[config.mk]
export PLATFORM = sky130hd
export DESIGN_NAME = uart_rx_ack
export DESIGN_NICKNAME = d
export VERILOG_FILES = /design/src/rtl/uart_pkg.sv /design/src/rtl/uart_bit_timer.sv /design/src/rtl/uart_rx_ack.sv
export SDC_FILE = /design/constraint.sdc
export NUM_CORES = 1
export LEC_CHECK = 0
export BUFFER_PORTS_ARGS = -buffer_cell sky130_fd_sc_hd__buf_2
export CORE_ASPECT_RATIO = 2
export CORE_MARGIN = 5
export CORE_UTILIZATION = 40
export CTS_BUF_LIST = sky130_fd_sc_hd__clkbuf_4
export CTS_CLUSTER_SIZE = 25
export DETAILED_ROUTE_END_ITERATION = 6
export SETUP_SLACK_MARGIN = 0.1
export SYNTH_ARGS = -nofsm -noshare
export SYNTH_HDL_FRONTEND = slang
export SYNTH_SLANG_ARGS = --single-unit
export TNS_END_PERCENT = 5
[constraint.sdc]
create_clock -name clk -period 5.7 [get_ports clk]
set_clock_uncertainty 0.05 [all_clocks]
set_input_delay 0.285 -clock clk [delete_from_list [all_inputs] [get_ports clk]]
set_output_delay 0.285 -clock clk [all_outputs]
set_load 0.02 [all_outputs]
[src/rtl/uart_pkg.sv]
// ============================================================
// uart_pkg: shared UART states and constants
// Rev 1.0
// ============================================================
`default_nettype none

package uart_pkg;

    typedef enum logic [2:0] {
        ST_IDLE      = 3'd0,
        ST_START     = 3'd1,
        ST_DATA      = 3'd2,
        ST_STOP      = 3'd3,
        ST_ACK_START = 3'd4,
        ST_ACK_DATA  = 3'd5,
        ST_ACK_STOP  = 3'd6
    } uart_state_e;

    // Also used by the transmitter when it checks the returned ack frame.
    localparam logic [7:0] c_ack_byte      = 8'hCC;
    localparam int         c_clks_per_bit  = 2604;

endpackage

`default_nettype wire

[src/rtl/uart_bit_timer.sv]
// ============================================================
// uart_bit_timer: loadable down-counter, strobe when it reaches zero
// Rev 1.0
// ============================================================
`default_nettype none

module uart_bit_timer #(
    parameter int WIDTH = 4
) (
    input  logic             clk,
    input  logic             reset,
    input  logic             load_i,
    input  logic [WIDTH-1:0] load_val_i,
    output logic             sample_o
);

    logic [WIDTH-1:0] count_q;

    // Loading N gives a strobe N+1 cycles after the load edge.
    always_ff @(posedge clk) begin
        if (reset) begin
            count_q <= '0;
        end else if (load_i) begin
            count_q <= load_val_i;
        end else if (count_q != '0) begin
            count_q <= count_q - 1'b1;
        end
    end

    assign sample_o = (count_q == '0);

endmodule

`default_nettype wire

[src/rtl/uart_rx_ack.sv]
// ============================================================
// uart_rx_ack: 8N1 receiver, one-entry holding register, ack frame reply
// Rev 1.0
// ============================================================
`default_nettype none

module uart_rx_ack
    import uart_pkg::*;
#(
    parameter int         CLKS_PER_BIT = c_clks_per_bit,
    parameter logic [7:0] ACK_BYTE     = c_ack_byte
) (
    input  logic       clk,
    input  logic       reset,
    input  logic       rx_in,
    output logic       ack_out,
    output logic [7:0] data_out,
    output logic       data_valid,
    input  logic       data_ready,
    output logic       frame_err,
    output logic       overrun,
    output logic       busy
);

    localparam int             TW     = $clog2(CLKS_PER_BIT);
    localparam logic [TW-1:0]  c_half = TW'(CLKS_PER_BIT / 2 - 1);
    localparam logic [TW-1:0]  c_full = TW'(CLKS_PER_BIT - 1);

    uart_state_e   state_q, state_d;
    logic [2:0]    idx_q, idx_d;
    logic [7:0]    shift_q, shift_d;
    logic          rx_meta_q, rx_s_q;
    logic [7:0]    data_q;
    logic          valid_q, ack_q, fe_q, ov_q, busy_q;
    logic          ack_d, fe_d, ov_d, load_en, stop_hit;
    logic          tmr_load, sample;
    logic [TW-1:0] tmr_val;
    logic          holding_free;

    assign holding_free = !valid_q || data_ready;

    uart_bit_timer #(.WIDTH(TW)) u_timer (
        .clk        (clk),
        .reset      (reset),
        .load_i     (tmr_load),
        .load_val_i (tmr_val),
        .sample_o   (sample)
    );

    always_ff @(posedge clk) begin
        if (reset) begin
            rx_meta_q <= 1'b1;
            rx_s_q    <= 1'b1;
            state_q   <= ST_IDLE;
            idx_q     <= 3'd0;
            shift_q   <= 8'h00;
        end else begin
            rx_meta_q <= rx_in;
            rx_s_q    <= rx_meta_q;
            state_q   <= state_d;
            idx_q     <= idx_d;
            shift_q   <= shift_d;
        end
    end

    always_comb begin
        state_d  = state_q;
        idx_d    = idx_q;
        shift_d  = shift_q;
        tmr_load = 1'b0;
        tmr_val  = c_full;
        case (state_q)
            ST_IDLE: begin
                if (!rx_s_q) begin
                    state_d  = ST_START;
                    tmr_load = 1'b1;
                    tmr_val  = c_half;
                end
            end
            ST_START: begin
                if (sample) begin
                    if (!rx_s_q) begin
                        state_d  = ST_DATA;
                        idx_d    = 3'd0;
                        tmr_load = 1'b1;
                    end else begin
                        state_d = ST_IDLE;
                    end
                end
            end
            ST_DATA: begin
                if (sample) begin
                    shift_d  = {rx_s_q, shift_q[7:1]};
                    tmr_load = 1'b1;
                    if (idx_q == 3'd7) state_d = ST_STOP;
                    else               idx_d   = idx_q + 3'd1;
                end
            end
            ST_STOP: begin
                if (sample) begin
                    if (rx_s_q && holding_free) begin
                        state_d  = ST_ACK_START;
                        tmr_load = 1'b1;
                    end else begin
                        state_d = ST_IDLE;
                    end
                end
            end
            ST_ACK_START: begin
                if (sample) begin
                    state_d  = ST_ACK_DATA;
                    idx_d    = 3'd0;
                    tmr_load = 1'b1;
                end
            end
            ST_ACK_DATA: begin
                if (sample) begin
                    tmr_load = 1'b1;
                    if (idx_q == 3'd7) state_d = ST_ACK_STOP;
                    else               idx_d   = idx_q + 3'd1;
                end
            end
            ST_ACK_STOP: begin
                if (sample) state_d = ST_IDLE;
            end
            default: state_d = ST_IDLE;
        endcase
    end

    // ack line is decoded from the next state so it is registered yet
    // falls on the same cycle the holding register fills.
    always_comb begin
        stop_hit = (state_q == ST_STOP) && sample;
        load_en  = stop_hit && rx_s_q && holding_free;
        fe_d     = stop_hit && !rx_s_q;
        ov_d     = stop_hit && rx_s_q && !holding_free;
        case (state_d)
            ST_ACK_START: ack_d = 1'b0;
            ST_ACK_DATA:  ack_d = ACK_BYTE[idx_d];
            default:      ack_d = 1'b1;
        endcase
    end

    always_ff @(posedge clk) begin
        if (reset) begin
            data_q  <= 8'h00;
            valid_q <= 1'b0;
            ack_q   <= 1'b1;
            fe_q    <= 1'b0;
            ov_q    <= 1'b0;
            busy_q  <= 1'b0;
        end else begin
            ack_q  <= ack_d;
            fe_q   <= fe_d;
            ov_q   <= ov_d;
            busy_q <= (state_d != ST_IDLE);
            if (load_en) begin
                data_q  <= shift_q;
                valid_q <= 1'b1;
            end else if (valid_q && data_ready) begin
                valid_q <= 1'b0;
            end
        end
    end

    assign ack_out    = ack_q;
    assign data_out   = data_q;
    assign data_valid = valid_q;
    assign frame_err  = fe_q;
    assign overrun    = ov_q;
    assign busy       = busy_q;

endmodule

`default_nettype wire

==> flow_summary.toml <==
[flow_run]
drv_cap = 0

[global_route]
grt_overflow = 0
track_usage_pct = 13.9
antenna_found_initial = 0
grt_first_pass_wirelength_mm = 6.73
grt_pass1_vias = 1444
grt_start_max_net_pins = 38

[yosys]
ys.warnings.count = 0
synthesis.nets = 223
avgSynthCellArea_um2 = 8.46
syn_inst = 216
synth_cell_types = 40
synth.cell_area_um2 = 1830
seq_area_frac_synth_pct = 44.9
ys.flop_type = "dfxtp_1"
synth-seq-cells = 41
synth_edf_count = 0
async_flop_share_pct = 0

[layout]
register_area_um2 = 821
fin_nets = 235
area_growth_pct = 8.70
drive_gt1_share_pct = 14.0
postLayoutCellArea_um2 = 1990
final_cell_count_no_fill = 282
n_antenna_cell = 0
multi_input_area_um2 = 946
fill_cells = 447

[floorplan]
dieArea_um2 = 6100
core_area_um2 = 4380
start_util_pct = 41.7
die-width_um = 57.8
rows = 34
ioPinCount = 17
dieHeight_um = 106

[power_and_ir_drop]
powerDensity_nw_per_um2 = 416
ir_drop_uv = 340
leakage_nw = 0.801

[setup_path]
worstPathMaxFanout = 15
rrSetupSlack_ns = 2.90
crit_path_start_kind = "register"
reg2reg_from = "u_timer.count_q[0]"
r2r-end = "ack_out"
crit_type = "register to register"
crit_arrival_ns = 2.96
rr_worst_depth = 7
endpoint_kind = "register"
required_ns = 5.86

[place]
dp_hpwl_mm = 2.84
place_inst = 275
place_ws_ns = 2.91
numPortBuffers = 16
placed_cell_area_um2 = 1940
gp_congestion = 0.754

[clock_network]
cts_tree = "done"
clk_pin_slew_ns = 0.11
cts.sinks = 41
cts_hold_buf = 0
clockRootBuffer = "clkbuf_4"
cts_resized = 0
cts.path.max_buffers = 2
clk_latency_ns = 0.34
cts_setup_buffers = 0
cts_buffers = 5
cts-htree-levels = 2

[timing]
relSlewSlack_pct = 44.6
setup_violations = 0
hold_violations = 0
fin_crit_ns = 2.80
drv_slew = 0
tightest_slew_ns = 0.825
setup_tns_ns = 0
worst_slack_ns = 2.90
rsz0062_at_grt = "false"
whs_ns = 0.0836
fmax_mhz = 357
period_share_pct = 49.1

[drt]
vias = 1509
remaining_drc_errors = 0
drtIter0Drc = 21
antenna_left = 0
drt-total-wl_mm = 3.88
routedWlPerCell_um = 13.7
first_pass_iters = 4
viasPerCell = 5.35

[run_status]
status = "completed"

[hold_path]
hold_depth = 2
holdCritPathClass = "input pin to register"
hold_path_end = "rx_meta_q"
hp-start = "rx_in"
## critical path: stages, from the launching register on
cell and delay, ns:
dfxtp_1 0.35, inv_1 0.06, ha_1 0.19, nor3b_1 0.31, and4_1 0.59, nand3_1 0.58
o2bb2ai_1 0.39, o211ai_1 0.14
## final cells by class
cell class / instances / share of cell area (%)
repair buffers: 17 / 4.41
flip-flops and latches: 41 / 41.3
clock inverters: 1 / 0.189
multi-input cells: 159 / 47.6
inverters: 4 / 0.756
well taps: 54 / 3.40
clock buffers: 6 / 2.27
## metrics by stage
step	util, %	power, W
finish	45.3	0.000826
detailed placement	44.2	0.000697
CTS	45.3	0.000836
global route	45.3	0.000891
floorplan	-	0.000634
global placement	44.2	0.000699
## cells in the mapped netlist, types with 3 or more instances
cell type   n  area, µm²
a21oi_1    25        125
clkbuf_1   12       45.0
dfxtp_1    41        821
ha_1        3       37.5
inv_1       4       15.0
mux2i_1    12        120
nand2_1    28        105
nand2b_1    4       25.0
nand3_1     3       15.0
nor2_1     24       90.1
nor3_1      7       35.0
nor4_1      6       37.5
o21ai_0     4       20.0
or2_2       3       18.8
or3_1       3       18.8
## state kept, by name (all words and copies together), names as in the netlist, 3 cells and up
signal	flops
u_timer.count_q	12
shift_q	8
idx_q	3
data_out	8
state_q	3
## worst max-delay path by stage
| stage | startpoint | end | slack (ns) |
|---|---|---|---|
| after floorplan | u_timer.count_q[0] | u_timer.count_q[11] | 3.54 |
| after global placement | u_timer.count_q[0] | ack_out | 2.95 |
| after detailed placement | u_timer.count_q[0] | ack_out | 2.91 |
| after CTS | u_timer.count_q[0] | ack_out | 2.87 |
| after global routing | u_timer.count_q[0] | ack_out | 2.63 |
| final | u_timer.count_q[0] | ack_out | 2.90 |
## logic make-up (layout without fill, tap and decap cells)
| family | count (synthesis) | count (layout) | share of synthesized area, % |
|---|---|---|---|
| muxes | 13 | 13 | 7.19 |
| DFF | 41 | 41 | 44.9 |
| xor gates and xnor gates | 4 | 4 | 1.92 |
| and+or+nand+nor | 93 | 93 | 25.4 |
| buffers and inverters | 16 | 28 | 3.29 |
| adders and majority gates | 4 | 4 | 2.60 |
| AOI/OAI and AO/OA | 45 | 45 | 14.7 |
## where the power goes
part	internal (W)	total (W)	switching, W	leakage [nW]
Combinational	0.000138	0.000319	0.000181	0.439
Sequential	0.000327	0.000370	0.0000430	0.333
Clock	0.0000497	0.000137	0.0000875	0.0292
Total	0.000514	0.000826	0.000311	0.801
## layer usage
| layer | track usage, % | wire [µm] | up-vias |
|---|---|---|---|
| met5 | 0 | 0 | - |
| met4 | 5.47 | 72 | 0 |
| met3 | 2.33 | 75 | 5 |
| met2 | 26.3 | 2210 | 16 |
| met1 | 14.5 | 1520 | 711 |
| li1 | - | - | 777 |
## placed cells by master, fill, tap and decap left out, types with 2 or more instances in the layout
master / n
nand2b_1: 4
xnor2_1: 2
clkbuf_4: 6
nand2_1: 28
nor2_1: 24
a211oi_1: 2
o21a_1: 2
ha_1: 3
a31oi_1: 2
nand3_1: 3
buf_2: 16
o21ai_0: 4
dfxtp_1: 41
xor2_1: 2
or3b_2: 2
inv_1: 4
or3_1: 3
a21boi_0: 2
mux2i_1: 12
and3_1: 2
o211ai_1: 2
nor2b_1: 2
or4_1: 2
nor4_1: 6
or2_2: 3
or3_4: 2
nor3_1: 7
a21oi_1: 25
No activity file was read; power rests on OpenSTA's default activity.
